### src/rtl/sig_window_monitor.sv
// sig_window_monitor: debounces a raw level, emits edge pulses, and reports per-window edge/high-cycle statistics over valid/ready.
module sig_window_monitor #(
  parameter int STABLE_CYCLES = 4,
  parameter int WIN_CYCLES = 16,
  parameter int CNT_W = 8
) (
  input  logic             clk_i,
  input  logic             rst_i,
  input  logic             en_i,
  input  logic             sig_i,
  input  logic             clr_i,
  output logic             filt_o,
  output logic             rise_o,
  output logic             fall_o,
  output logic             rpt_valid_o,
  input  logic             rpt_ready_i,
  output logic [CNT_W-1:0] rpt_rise_o,
  output logic [CNT_W-1:0] rpt_high_o,
  output logic             overrun_o
);
  typedef enum logic [1:0] {LOW, RISE_PEND, HIGH, FALL_PEND} state_t;
  localparam logic [3:0] STAB = 4'(STABLE_CYCLES);
  localparam logic [CNT_W-1:0] WLAST = CNT_W'(WIN_CYCLES - 1);
  state_t st;
  logic [3:0] pc, pc_inc;
  logic [CNT_W-1:0] wc, hi_acc, ri_acc;
  logic wend;
  assign pc_inc = pc + 4'd1;
  assign wend = wc == WLAST;
  // Clear and disable both hold the filter; only the one-cycle pulses are dropped.
  always_ff @(posedge clk_i) begin
    if (rst_i) begin
      st <= LOW;
      pc <= '0;
      filt_o <= 1'b0;
      rise_o <= 1'b0;
      fall_o <= 1'b0;
    end else if (clr_i || !en_i) begin
      rise_o <= 1'b0;
      fall_o <= 1'b0;
    end else begin
      rise_o <= 1'b0;
      fall_o <= 1'b0;
      case (st)
        LOW: if (sig_i) begin
          if (STAB == 4'd1) begin
            st <= HIGH;
            filt_o <= 1'b1;
            rise_o <= 1'b1;
          end else begin
            st <= RISE_PEND;
            pc <= 4'd1;
          end
        end
        RISE_PEND: if (!sig_i) begin
          st <= LOW;
          pc <= '0;
        end else if (pc_inc == STAB) begin
          st <= HIGH;
          pc <= '0;
          filt_o <= 1'b1;
          rise_o <= 1'b1;
        end else pc <= pc_inc;
        HIGH: if (!sig_i) begin
          if (STAB == 4'd1) begin
            st <= LOW;
            filt_o <= 1'b0;
            fall_o <= 1'b1;
          end else begin
            st <= FALL_PEND;
            pc <= 4'd1;
          end
        end
        default: if (sig_i) begin
          st <= HIGH;
          pc <= '0;
        end else if (pc_inc == STAB) begin
          st <= LOW;
          pc <= '0;
          filt_o <= 1'b0;
          fall_o <= 1'b1;
        end else pc <= pc_inc;
      endcase
    end
  end
  // A pending report blocks a new one unless it transfers on the same edge.
  always_ff @(posedge clk_i) begin
    if (rst_i || clr_i) begin
      wc <= '0;
      hi_acc <= '0;
      ri_acc <= '0;
      rpt_valid_o <= 1'b0;
      rpt_rise_o <= '0;
      rpt_high_o <= '0;
      overrun_o <= 1'b0;
    end else begin
      if (rpt_valid_o && rpt_ready_i) rpt_valid_o <= 1'b0;
      if (en_i) begin
        if (wend) begin
          wc <= '0;
          hi_acc <= '0;
          ri_acc <= '0;
          if (!rpt_valid_o || rpt_ready_i) begin
            rpt_valid_o <= 1'b1;
            rpt_high_o <= hi_acc + CNT_W'(filt_o);
            rpt_rise_o <= ri_acc + CNT_W'(rise_o);
          end else overrun_o <= 1'b1;
        end else begin
          wc <= wc + 1'b1;
          hi_acc <= hi_acc + CNT_W'(filt_o);
          ri_acc <= ri_acc + CNT_W'(rise_o);
        end
      end
    end
  end
endmodule

### config.mk
export PLATFORM = sky130hd
export DESIGN_NAME = sig_window_monitor
export DESIGN_NICKNAME = d
export VERILOG_FILES = /design/src/rtl/sig_window_monitor.sv
export SDC_FILE = /design/constraint.sdc
export NUM_CORES = 1
export LEC_CHECK = 0
export CAP_MARGIN = 20
export CORE_AREA = 2 2 76 78
export DETAILED_ROUTE_END_ITERATION = 8
export DIE_AREA = 0 0 78 80
export GPL_ROUTABILITY_DRIVEN = 0
export PLACE_DENSITY = 0.76
export SLEW_MARGIN = 5
export SYNTH_ARGS = -nofsm -noshare
export SYNTH_HDL_FRONTEND = slang
export SYNTH_SLANG_ARGS = --single-unit
### constraint.sdc
create_clock -name clk_i -period 2.4 [get_ports clk_i]
set_input_delay 0.24 -clock clk_i [delete_from_list [all_inputs] [get_ports clk_i]]
set_output_delay 0.24 -clock clk_i [all_outputs]
set_load 0.05 [all_outputs]
==> run_results.csv <==
group,metric,value,unit
outcome,outcome,"completed",
timing,hold_viol,0,
critical_path,crit_path_max_incr_delay,0.40,ns
place,port_buffers,26,
timing,clock.fmax,514,MHz
yosys,ys_seq_elements,51,
timing,slew_violations,0,
detailed_routing,postRouteWirelength,4.55,mm
global_route,grt_max_degree,36,
critical_path,rr_endpoint,"pc[0]",
critical_path,critical-path-top-delay-family,"flip-flops",
detailed_routing,antenna_violating_nets_left,0,
finish,final_net_count,312,
timing,worst_slew_margin_relative_to_its_limit,54.5,%
critical_path,cp.required,2.59,ns
clocking,tritoncts,"done",
clocking,cts_resized,0,
finish,fillCellCount,499,
power_and_ir_drop,cell_internal_pwr,0.00114,W
timing,timing.final.crit_period,1.94,ns
yosys,post_synth.cell_area_avg,8.77,sq um
die,io-pin-count,27,
die,core.rowCount,27,
timing,finalSetupTns,0,ns
clocking,num_clock_sinks,51,
die,floorplan.initialDensity,43.5,%
die,core-area,0.00541,sq mm
critical_path,launching_element_type_of_the_critical_path,"flop",
detailed_routing,dr.pass1.iters,4,
global_route,grt_overflow_total,0,
critical_path,worst_setup_path_end_kind,"flop",
clocking,cts_setup_buffers,0,
finish,layout_common_cells,"sky130_fd_sc_hd__nor2_1, sky130_fd_sc_hd__dfxtp_1, sky130_fd_sc_hd__clkdlybuf4s50_1",
critical_path,crit_top_cell,"sky130_fd_sc_hd__a211oi_1",
timing,setup_violations,0,
yosys,postSynthCellCount,268,
place,dp.final_hpwl,3.18,mm
critical_path,reg2reg_setup_slack,0.46,ns
finish,final_layout_size_suffix_gt1_share,5.74,%
clocking,worst_skew_pair.late_latency,0.30,ns
finish,antenna_cells,0,
timing,skew,0.00896,ns
clocking,htree_num_levels,2,
die,dieHeight,80,um
die,die-area,0.00624,sq mm
critical_path,worstSetupPathType,"reg2reg",
power_and_ir_drop,register_share_of_total_power,59.0,%
global_route,first_global_vias,1713,
power_and_ir_drop,leakage,0.995,nW
critical_path,worstPathCellList,"inv_1 -> ha_1 -> mux2_1 -> or3_1 -> buf_4 -> a211oi_1 -> a211oi_1",
yosys,synth_enable_flop_cells,0,
power_and_ir_drop,switching_portion_of_total_power,21.4,%
timing,layout_worst_path_cycle_share,81.0,%
detailed_routing,post_drt_via_cell_ratio,5.13,
global_route,grt_antenna_before_repair,0,
power_and_ir_drop,worst_ir_drop_vdd,0.000320,V
global_route,grt_first_pass_wirelength,7.72,mm
yosys,register_area_share_after_synthesis,43.4,%
power_and_ir_drop,power.net_switching,0.000308,W
critical_path,timing.critical_path.arrival,2.13,ns
critical_path,critical_path_endpoint,"pc[0]",
worst_hold_path,hold_removal_path_class,"reg2reg",
clocking,number_of_buffers_on_the_longest_clock_path,2,
clocking,cts_buffers,5,
yosys,postSynthNetCount,285,
yosys,mappedNetlistArea,0.00235,sq mm
die,floorplan.die.width,78,um
critical_path,critical_path.n_buffers_inverters,2,
yosys,synth-async-reset-ratio,0,%
finish,layout.cells.most_common,"sky130_fd_sc_hd__nor2_1",
power_and_ir_drop,totalPowerFinal,0.00144,W
critical_path,r2r.worst_path.cells,7,
clocking,cts.reportedPaths.clkPinSlew,0.09,ns
yosys,ys.warnings.count,0,
power_and_ir_drop,power.density,518,mW/mm^2
finish,areaGrowthSynthToFinish,18.5,%
clocking,clk_root_buffer_cell,"sky130_fd_sc_hd__clkbuf_8",
timing,rsz0062_at_grt,"no",
critical_path,crit_start,"st[0]",
detailed_routing,via_count,1889,
critical_path,critical-path-slowest-cell,"sky130_fd_sc_hd__dfxtp_1",
critical_path,timing.rr.start,"st[0]",
critical_path,crit_cells,7,
timing,max_slew.worst_pin.slew,0.682,ns
detailed_routing,drtIter0Drc,152,
global_route,groute.usage.overall,15.5,%
run,maxCapViolCount,0,
power_and_ir_drop,pwr-share-comb,4.5,%
yosys,synth.lib_cells_used.distinct,41,
clocking,postCtsHoldBufs,0,
detailed_routing,detail_route.drc_violations,0,
critical_path,crit_fanout,8,
detailed_routing,wire_per_inst,12.4,um
yosys,ys_dominant_reg_cell,"sky130_fd_sc_hd__dfxtp_1",
power_and_ir_drop,p_clk_share,36.5,%
## worst register-to-register path, stage by stage, from the launching register on
cell and delay (ns):
sky130_fd_sc_hd__dfxtp_1 0.40, sky130_fd_sc_hd__inv_1 0.10, sky130_fd_sc_hd__ha_1 0.23, sky130_fd_sc_hd__mux2_1 0.29
sky130_fd_sc_hd__or3_1 0.34, sky130_fd_sc_hd__buf_4 0.18, sky130_fd_sc_hd__a211oi_1 0.21, sky130_fd_sc_hd__a211oi_1 0.08
## power by group through the flow
stage | sequential, W | clock, W | combinational (W)
after floorplan | 0.000870 | 0 | 0.0000412
after global placement | 0.000871 | 0 | 0.0000643
after detailed placement | 0.000871 | 0 | 0.0000652
after CTS | 0.000852 | 0.000548 | 0.0000654
after global routing | 0.000852 | 0.000583 | 0.0000725
final | 0.000852 | 0.000527 | 0.0000652
## per-layer routing
layer / global-route usage (%) / vias to the layer above / wire, um
met5: 0 / - / 0
met4: 6.14 / 0 / 76
met2: 25.1 / 36 / 2050
li1: - / 985 / -
met1: 19.7 / 859 / 2230
met3: 3.96 / 9 / 188
## Yosys cell counts, drive strengths merged, types with 3 or more instances
master	instances	share of area, %
nand3	11	2.3
xor2	9	3.4
nand2	15	2.4
nor2b	3	0.80
dfxtp	51	43
nand2b	3	0.80
a211oi	10	3.2
nor3	5	1.1
mux2i	10	4.3
inv	4	0.64
a22oi	9	2.9
clkbuf	7	1.1
xnor2	9	3.4
o21ai	11	2.3
nor2	56	9.3
buf	5	1.4
and3	3	0.80
ha	11	5.9
a21oi	12	2.6
## metrics by stage
step	cell area, sq um	std cells	hold WS, ns	setup WS (ns)	utilization, %
finish	2790	368	0.485	0.456	51.6
global route	2790	368	0.519	0.328	51.6
CTS	2790	368	0.498	0.449	51.6
detailed placement	2690	360	0.477	0.297	49.7
global placement	2690	360	0.458	0.355	49.7
floorplan	2350	268	0.319	0.515	-
## how the worst min path moves through the flow
stage	slack, ns	start	to	depth (start not counted)
4_1_cts	0.50	overrun_o	overrun_o	2
5_1_grt	0.52	overrun_o	overrun_o	2
6_report	0.48	overrun_o	overrun_o	2
2_1_floorplan	0.32	sig_i	fall_o	1
3_3_place_gp	0.46	overrun_o	overrun_o	2
3_5_place_dp	0.48	overrun_o	overrun_o	2
## kinds of logic (layout without fill, tap and decap cells)
family,Yosys count,in the layout,synth area share (%)
AND/OR/NAND/NOR,109,109,21.5
AO/OA/AOI/OAI,51,51,14.1
flip-flops,51,51,43.4
XOR/XNOR,18,18,6.71
buffers and inverters,16,44,3.19
multiplexers,12,12,5.22
adder cells (fa/ha/maj),11,11,5.85
## state kept, by name (all words and copies together), names as in the netlist, named ones only
register	count
fall_o	1
filt_o	1
hi_acc	8
overrun_o	1
pc	4
ri_acc	8
rise_o	1
rpt_high_o	8
rpt_rise_o	8
rpt_valid_o	1
st	1
wc	8
## area by class of cell
class | instances | area, sq um | area share, %
flip-flops and latches | 51 | 1020 | 36.6
well taps | 72 | 90.1 | 3.23
repair buffers | 32 | 305 | 11.0
clock buffers | 8 | 100 | 3.59
multi-input cells | 201 | 1250 | 45.0
inverters | 4 | 15.0 | 0.539
(Power assumes the default switching activity.)
